==> config.mk <==
export PLATFORM = sky130hd
export DESIGN_NAME = alu_bist
export DESIGN_NICKNAME = d
export VERILOG_FILES = /design/src/rtl/alu_bist_pkg.sv /design/src/rtl/alu_bist_misr.sv /design/src/rtl/alu_bist.sv
export SDC_FILE = /design/constraint.sdc
export NUM_CORES = 1
export LEC_CHECK = 0
export CAP_MARGIN = 5
export CORE_UTILIZATION = 48
export CTS_CLUSTER_SIZE = 12
export DETAILED_ROUTE_END_ITERATION = 8
export MAX_ROUTING_LAYER = met4
export PLACE_DENSITY = 0.87
export SLEW_MARGIN = 5
export SYNTH_ARGS = -nofsm -noshare
export SYNTH_HDL_FRONTEND = slang
export SYNTH_SLANG_ARGS = --single-unit
==> constraint.sdc <==
create_clock -name clk -period 2.6 [get_ports clk]
set_clock_uncertainty 0.05 [all_clocks]
set_input_delay 0.39 -clock clk [delete_from_list [all_inputs] [get_ports clk]]
set_output_delay 0.39 -clock clk [all_outputs]
set_load 0.05 [all_outputs]
==> src/rtl/alu_bist_pkg.sv <==
// Shared types and constants for the ALU built-in self-test controller.
package alu_bist_pkg;
  typedef enum logic [1:0] {IDLE, DRIVE, CAPTURE, FINISH} state_t;

  localparam logic [15:0] MISR_POLY   = 16'h1021;
  localparam logic [15:0] MISR_SEED   = 16'hFFFF;
  localparam int          NUM_OPS_DEF = 15;
endpackage

==> src/rtl/alu_bist_misr.sv <==
// 16-bit multiple-input signature register compacting ALU result and flags.
module alu_bist_misr
  import alu_bist_pkg::*;
(
  input  logic        clk,
  input  logic        rst_n,
  input  logic        init,
  input  logic        en,
  input  logic [11:0] din,
  output logic [15:0] sig
);
  always_ff @(posedge clk or negedge rst_n) begin
    if (!rst_n)    sig <= 16'h0000;
    else if (init) sig <= MISR_SEED;
    else if (en)   sig <= {sig[14:0], 1'b0} ^ (sig[15] ? MISR_POLY : 16'h0000) ^ {4'b0, din};
  end
endmodule

==> src/rtl/alu_bist.sv <==
// Sweeps every ALU opcode over one or two operand sets and compacts the
// results into a MISR signature that is compared against a golden value.
module alu_bist
  import alu_bist_pkg::*;
#(
  parameter int NUM_OPS    = NUM_OPS_DEF,
  parameter int SETTLE     = 1,
  parameter int NUM_PASSES = 2
) (
  input  logic        clk,
  input  logic        rst_n,
  input  logic        start,
  input  logic [7:0]  x_seed,
  input  logic [7:0]  y_seed,
  input  logic [15:0] golden,
  output logic [7:0]  alu_x,
  output logic [7:0]  alu_y,
  output logic [3:0]  alu_sel,
  input  logic [7:0]  alu_out,
  input  logic        alu_zero,
  input  logic        alu_carry,
  input  logic        alu_overflow,
  input  logic        alu_negative,
  output logic        busy,
  output logic        done,
  output logic        pass,
  output logic [15:0] signature
);
  state_t      state, state_n;
  logic [3:0]  sel, sel_n;
  logic        pidx, pidx_n;
  logic [7:0]  cnt, cnt_n;
  logic [7:0]  xs, ys, xs_n, ys_n;
  logic [7:0]  ax_n, ay_n;
  logic        init, en, drive_n;

  always_comb begin
    state_n = state;
    sel_n   = sel;
    pidx_n  = pidx;
    cnt_n   = cnt;
    xs_n    = xs;
    ys_n    = ys;
    init    = 1'b0;
    en      = 1'b0;
    case (state)
      IDLE: if (start) begin
        state_n = DRIVE;
        sel_n   = 4'd0;
        pidx_n  = 1'b0;
        cnt_n   = 8'd0;
        xs_n    = x_seed;
        ys_n    = y_seed;
        init    = 1'b1;
      end
      DRIVE: begin
        if (cnt == 8'(SETTLE - 1)) begin
          cnt_n   = 8'd0;
          state_n = CAPTURE;
        end else begin
          cnt_n = cnt + 8'd1;
        end
      end
      CAPTURE: begin
        en = 1'b1;
        if (sel != 4'(NUM_OPS - 1)) begin
          sel_n   = sel + 4'd1;
          state_n = DRIVE;
        end else if (NUM_PASSES > 1 && !pidx) begin
          sel_n   = 4'd0;
          pidx_n  = 1'b1;
          state_n = DRIVE;
        end else begin
          state_n = FINISH;
        end
      end
      default: state_n = IDLE;
    endcase
  end

  // ALU operands are registered from next-state values so they line up with the state.
  assign drive_n = (state_n == DRIVE) || (state_n == CAPTURE);
  assign ax_n    = drive_n ? (pidx_n ? ~xs_n : xs_n) : 8'd0;
  assign ay_n    = drive_n ? (pidx_n ? ~ys_n : ys_n) : 8'd0;

  always_ff @(posedge clk or negedge rst_n) begin
    if (!rst_n) begin
      state   <= IDLE;
      sel     <= 4'd0;
      pidx    <= 1'b0;
      cnt     <= 8'd0;
      xs      <= 8'd0;
      ys      <= 8'd0;
      alu_x   <= 8'd0;
      alu_y   <= 8'd0;
      alu_sel <= 4'd0;
      pass    <= 1'b0;
    end else begin
      state   <= state_n;
      sel     <= sel_n;
      pidx    <= pidx_n;
      cnt     <= cnt_n;
      xs      <= xs_n;
      ys      <= ys_n;
      alu_x   <= ax_n;
      alu_y   <= ay_n;
      alu_sel <= drive_n ? sel_n : 4'd0;
      if (state == FINISH) pass <= (signature == golden);
    end
  end

  assign busy = (state != IDLE);
  assign done = (state == FINISH);

  alu_bist_misr u_misr (
    .clk   (clk),
    .rst_n (rst_n),
    .init  (init),
    .en    (en),
    .din   ({alu_out, alu_zero, alu_carry, alu_overflow, alu_negative}),
    .sig   (signature)
  );
endmodule

==> out/metrics.yaml, run 1 <==
synth:
  syn_area_um2: 3150
  syn-num-nets: 330
  synth-compound-area-share: 0.0941
  yosys_warnings: 0
  yosys.area.top_type_share: 0.540
  synthArstFlopShare: 1.00
  synth_area_per_cell_um2: 11.3
  yosysUniqueCellTypes: 42
  synth_ff_type: "dfrtp_1"
  netlist_top_cells_area: "dfrtp_1, xnor2_1, mux2_2"
  synthCells: 279
  synth_top_family_by_area: "simple AND/OR/NAND/NOR gates"
  synthAdderAreaFrac: 0.0159
  ys_seq_area_frac: 0.540
  ys_ff_latch: 68
  synth_edf_count: 0
  synthXorXnorAreaFrac: 0.128
  synthSimpleGateAreaFrac: 0.135
  synthMuxAreaShare: 0.0572
  synth_area_leader_cell: "dfrtp_1"
timing:
  rsz0062_at_grt: "false"
  fin_crit_sh: 0.882
  slew_headroom: 0.331
  setup_viol: 0
  worst_pin_slew_ns: 1.00
  slew_viol_final: 0
  max_freq_mhz: 436
  period_needed_ns: 2.29
  finalHoldViolCount: 0
  fin_tns_setup_ns: 0
cts:
  cts_buffers: 9
  clock_path_buffers: 2
  cts.sinks: 68
  ctsResizeCount: 0
  cts_tree: "done"
  cts_hold_buffers: 0
  path_clk_slew_ns: 0.08
  root_buffer: "clkbuf_8"
  cts.htree.levels: 3
  clock_latency_ns: 0.34
  post_cts_buffers: 0
floorplan:
  io_pins: 86
  num_rows: 29
  coreArea_um2: 6350
  start_util: 0.496
  die_h_um: 83.0
  fp.dieW_um: 83.0
  dieArea_um2: 6890
worst_setup_path:
  cp.depth: 3
  cpLargestDelayFamily: "buffers and inverters"
  timing.rr.start: "sel[0]"
  path_class: "flop to primary output"
  worstSetupEndpointType: "primary output"
  reg2reg_slack_ns: 0.45
  crit_slowest_cell: "clkdlybuf4s50_1"
  slowest_delay_ns: 0.79
  rr_worst_depth: 5
  path_max_fanout: 9
  r2r_end: "alu_x[1]"
  crit_chain: "nand2_1 > inv_1 > clkdlybuf4s50_1"
  crit_required_ns: 2.16
  startpoint_type: "flop"
  path_buf_inv: 2
  arrival_ns: 1.85
grt:
  grt_overflow_total: 0
  antenna_found_initial: 0
  grtUsageMet3: 0.0746
  globalRouteMet1Util: 0.250
  track_usage: 0.219
  grt_max_degree: 41
  busiest_layer: "met2"
  grt_pass1_wl_um: 11500
  grtUsageMet2: 0.358
  grt_pass1_vias: 2459
layout:
  drive_above_1_share: 0.120
  insertedDiodeCount: 0
  area_growth_pct: 36.7
  final_cells: 452
  nNetsFinal: 421
  ff_latch_area_um2: 1700
  multiInputGateArea_um2: 1360
  nFillCells: 478
  final_util: 0.679
power_and_ir_drop:
  leakagePower_uw: 0.00181
  switching_share: 0.436
  ir_drop_uv: 795
  power_density_nw_per_um2: 1250
  clock_power_share: 0.163
  p_int_uw: 3030
  p_seq_frac: 0.334
  combPwrFrac: 0.503
  p_sw_uw: 2340
placement:
  place_hpwl_um: 4870
  portBuffers: 85
  dp.cells: 436
  gp_congestion: 0.813
detailed_routing:
  final_antenna_net_count: 0
  wl_per_cell_um: 15.3
  drt_pass1_iterations: 5
  vias_per_cell: 5.25
  num_vias: 2372
  drtIter0Drc: 64
  wirelength_um: 6900
  drc_errors: 0
run_status:
  outcome: "complete, no violations"
flow_run:
  max-cap-violations: 0
worst_hold_path:
  hp-class: "input port to async pin"
[synth_stat cells, types with 2 or more instances]
master    count
o22ai_1       2
xnor2_1      29
a21o_1        2
dfrtp_1      68
and3_1        4
o21ai_1       4
nor2b_1      19
clkbuf_1      6
nor2_1       16
buf_2         2
buf_6         2
nand2_1      13
nor4_1        4
inv_1         9
mux2_2       15
nand3_1       4
nand2b_1      4
ha_1          4
nand4_1       2
or3_1         3
o22a_1        3
or2_2         2
xor2_1       17
a21oi_1      22
o21ai_0       6
[flip-flops by register name (all words and copies together), names as in the netlist]
signal	count
alu_y	8
alu_x	8
ys	8
sel	4
state	2
xs	8
alu_sel	4
u_misr.sig	16
pass	1
cnt	8
pidx	1
[stage by stage]
stage / setup slack (ns) / area [µm²] / hold WS [ns] / total power (µW)
2_1_floorplan: 0.764 / 3150 / 0.0444 / 3650
3_3_place_gp: 0.344 / 4110 / 0.413 / 4440
3_5_place_dp: 0.322 / 4110 / 0.437 / 4520
4_1_cts: 0.278 / 4310 / 0.121 / 5430
5_1_grt: 0.211 / 4310 / 0.179 / 5660
6_report: 0.306 / 4310 / 0.108 / 5380
[cells in the final DEF (no fill, tap or decap), types with 2 or more instances in the layout]
master / count
nand2b_1: 4
clkbuf_8: 9
buf_12: 2
clkinvlp_4: 2
or3_1: 3
clkinv_4: 2
inv_1: 9
o21ai_1: 4
ha_1: 4
mux2_2: 15
o22a_1: 3
o21ai_0: 6
nor2_1: 16
xnor2_1: 29
or2_2: 2
a21o_1: 2
nor4_1: 4
xor2_1: 17
clkdlybuf4s50_1: 84
o22ai_1: 2
dfrtp_1: 68
nor2b_1: 19
buf_4: 4
nand4_1: 2
a21oi_1: 21
nand3_1: 4
nand2_1: 13
and3_1: 4
[final cells by class]
type	count	share of cell area
Multi-Input combinational cell	190	0.315
Tap cell	77	0.0224
Timing Repair Buffer	91	0.213
Clock buffer	9	0.0287
Clock inverter	7	0.0177
Sequential cell	68	0.395
Inverter	10	0.00871
[cells by family after synthesis]
group	after synthesis
compound gates	47
xor+xnor	46
fa+ha+maj	4
buf+inv	21
flops	68
mux	16
simple gates	77
[routing by layer]
metal  wire [µm]  vias to the layer above
li1            -                     1125
met1        2860                     1171
met2        3480                       65
met3         427                       11
met4         129                        0
met5           0                        -
[worst max-delay path by stage]
stage	from	endpoint	slack, ns
floorplan	state[1]	alu_x[0]	0.76
global placement	start	alu_x[1]	0.34
detailed placement	start	alu_x[6]	0.32
CTS	state[1]	done	0.28
global route	state[0]	done	0.21
finish	state[1]	done	0.31
[power groups by stage]
stage | Clock [µW] | Sequential (µW) | Combinational [µW]
floorplan | 0 | 2650 | 995
global placement | 0 | 1800 | 2640
detailed placement | 0 | 1820 | 2710
CTS | 901 | 1800 | 2730
global route | 941 | 1850 | 2870
finish | 878 | 1790 | 2700
No activity file was read; power rests on OpenSTA's default activity.
==> run 2, diff against run 1 <==
- SETUP_SLACK_MARGIN: unset -> 0.2
==> results of run 2 <==
The final DEF is identical to that of run 1; final timing and power are the same.
==> run 3, diff against run 2 <==
- CELL_PAD_IN_SITES_DETAIL_PLACEMENT: unset -> 0
- CELL_PAD_IN_SITES_GLOBAL_PLACEMENT: unset -> 2
- CORE_UTILIZATION: 48 -> 30
- PLACE_DENSITY: 0.87 -> 0.86
- SKIP_CTS_REPAIR_TIMING: unset -> 1
==> out/metrics.yaml, run 3 (synthesis gave the netlist of run 1 again) <==
run_status:
  outcome: "complete, no violations"  # unchanged
floorplan:
  dieArea_um2: 10900  # was 6890 µm²
  fp.dieW_um: 105  # was 83.0 µm
  start_util: 0.307  # was 0.496
  num_rows: 37  # was 29
  io_pins: 86  # unchanged
  coreArea_um2: 10300  # was 6350 µm²
  die_h_um: 105  # was 83.0 µm
timing:
  period_needed_ns: 2.28  # was 2.29 ns
  max_freq_mhz: 439  # was 436 MHz
  slew_viol_final: 0  # unchanged
  slew_headroom: 0.431  # was 0.331
  rsz0062_at_grt: "false"  # unchanged
  worst_pin_slew_ns: 0.853  # was 1.00 ns
  setup_viol: 0  # unchanged
  fin_tns_setup_ns: 0  # unchanged
  fin_crit_sh: 0.876  # was 0.882
  finalHoldViolCount: 0  # unchanged
flow_run:
  max-cap-violations: 0  # unchanged
power_and_ir_drop:
  p_int_uw: 3110  # was 3030 µW
  p_seq_frac: 0.331  # was 0.334
  ir_drop_uv: 536  # was 795 µV
  p_sw_uw: 2270  # was 2340 µW
  power_density_nw_per_um2: 1230  # was 1250 nW/µm²
  clock_power_share: 0.168  # was 0.163
  switching_share: 0.422  # was 0.436
  leakagePower_uw: 0.00182  # was 0.00181 µW
  combPwrFrac: 0.501  # was 0.503
grt:
  grt_pass1_wl_um: 11200  # was 11,500 µm
  grt_pass1_vias: 2281  # was 2,459
  track_usage: 0.136  # was 0.219
  grt_overflow_total: 0  # unchanged
  grt_max_degree: 69  # was 41
  antenna_found_initial: 0  # unchanged
detailed_routing:
  drtIter0Drc: 90  # was 64
  wirelength_um: 6830  # was 6900 µm
  num_vias: 2275  # was 2,372
  wl_per_cell_um: 13.4  # was 15.3 µm
  drt_pass1_iterations: 4  # was 5
  final_antenna_net_count: 0  # unchanged
  vias_per_cell: 4.46  # was 5.25
  drc_errors: 0  # unchanged
worst_setup_path:
  arrival_ns: 1.84  # was 1.85 ns
  path_max_fanout: 8  # was 9
  startpoint_type: "flop"  # unchanged
  path_class: "flop to primary output"  # unchanged
  timing.rr.start: "cnt[0]"  # was sel[0]
  r2r_end: "cnt[3]"  # was alu_x[1]
  crit_required_ns: 2.16  # about the same
  worstSetupEndpointType: "primary output"  # unchanged
  rr_worst_depth: 6  # was 5
  reg2reg_slack_ns: 0.64  # was 0.45 ns
cts:
  clock_path_buffers: 2  # unchanged
  clock_latency_ns: 0.34  # about the same
  root_buffer: "clkbuf_8"  # unchanged
  path_clk_slew_ns: 0.07  # was 0.08 ns
  cts_buffers: 9  # unchanged
  cts.htree.levels: 3  # unchanged
  cts.sinks: 68  # unchanged
  cts_tree: "done"  # unchanged
layout:
  drive_above_1_share: 0.118  # was 0.120
  nNetsFinal: 421  # unchanged
  final_cell_mix: "clkdlybuf4s50_1, dfrtp_1, xnor2_1"  # unchanged
  final_common_cell: "clkdlybuf4s50_1"  # unchanged
  final_util: 0.425  # was 0.679
  nFillCells: 1027  # was 478
  largest_reg_flops: 16  # unchanged
  insertedDiodeCount: 0  # unchanged
  top_register: "u_misr.sig"  # unchanged
  area_growth_pct: 38.7  # was 36.7%
placement:
  portBuffers: 85  # unchanged
  place_hpwl_um: 4810  # was 4870 µm
  gp_congestion: 0.722  # was 0.813
worst_hold_path:
  hp-class: "input port to async pin"  # unchanged
run 3: cell types whose count changed in the layout (fill, tap and decap cells not counted), sizes merged:
cell	change
dlymetal6s2s	+1
clkdlybuf4s50	-1
inv	-1
clkbuf	+3
clkinv	-3
run 3: through the flow:
stage / hold WS, ns / instance area [µm²] / cells / total power (µW) / setup slack (ns)
4_1_cts: 0.140 / 4370 / 510 / 5450 / 0.286
5_1_grt: 0.185 / 4370 / 510 / 5690 / 0.237
3_5_place_dp: 0.419 / 4160 / 495 / 4530 / 0.324
3_3_place_gp: 0.419 / 4160 / 495 / 4490 / 0.353
2_1_floorplan: 0.0444 / 3150 / 279 / 3650 / 0.764
6_report: 0.117 / 4370 / 510 / 5380 / 0.323
run 3: cell type report:
cell class,instances,area [µm²],area share
flip-flops and latches,68,1700,0.389
multi-input cells,190,1360,0.310
repair buffers,91,896,0.205
well taps,136,170,0.0389
clock buffers,12,165,0.0378
clock inverters,3,45.0,0.0103
inverters,10,37.5,0.00858
run 3: how the worst max path moves through the flow:
| stage | startpoint | endpoint | slack (ns) | cells after the start |
|---|---|---|---|---|
| 6_report | state[0] | busy | 0.32 | 2 |
| 5_1_grt | state[0] | busy | 0.24 | 2 |
| 4_1_cts | state[1] | done | 0.29 | 3 |
| 3_5_place_dp | start | alu_x[7] | 0.32 | 7 |
| 3_3_place_gp | start | alu_y[2] | 0.35 | 7 |
| 2_1_floorplan | state[1] | alu_x[0] | 0.76 | 6 |
run 3: critical path: stages (launching register included):
cell and delay [ns]:
dfrtp_1 0.47, or2_2 0.32, clkdlybuf4s50_1 0.71
run 3: routing by layer:
metal | track usage | routed length, µm
met3 | 0.0388 | 347
met2 | 0.223 | 3360
met1 | 0.162 | 3050
met5 | - | 0
met4 | 0.0398 | 70
run 3: power by group through the flow:
stage / Combinational (µW) / Sequential [µW] / Clock [µW]
2_1_floorplan: 995 / 2650 / 0
3_3_place_gp: 2690 / 1800 / 0
3_5_place_dp: 2730 / 1800 / 0
4_1_cts: 2730 / 1790 / 933
5_1_grt: 2880 / 1840 / 975
6_report: 2700 / 1780 / 901
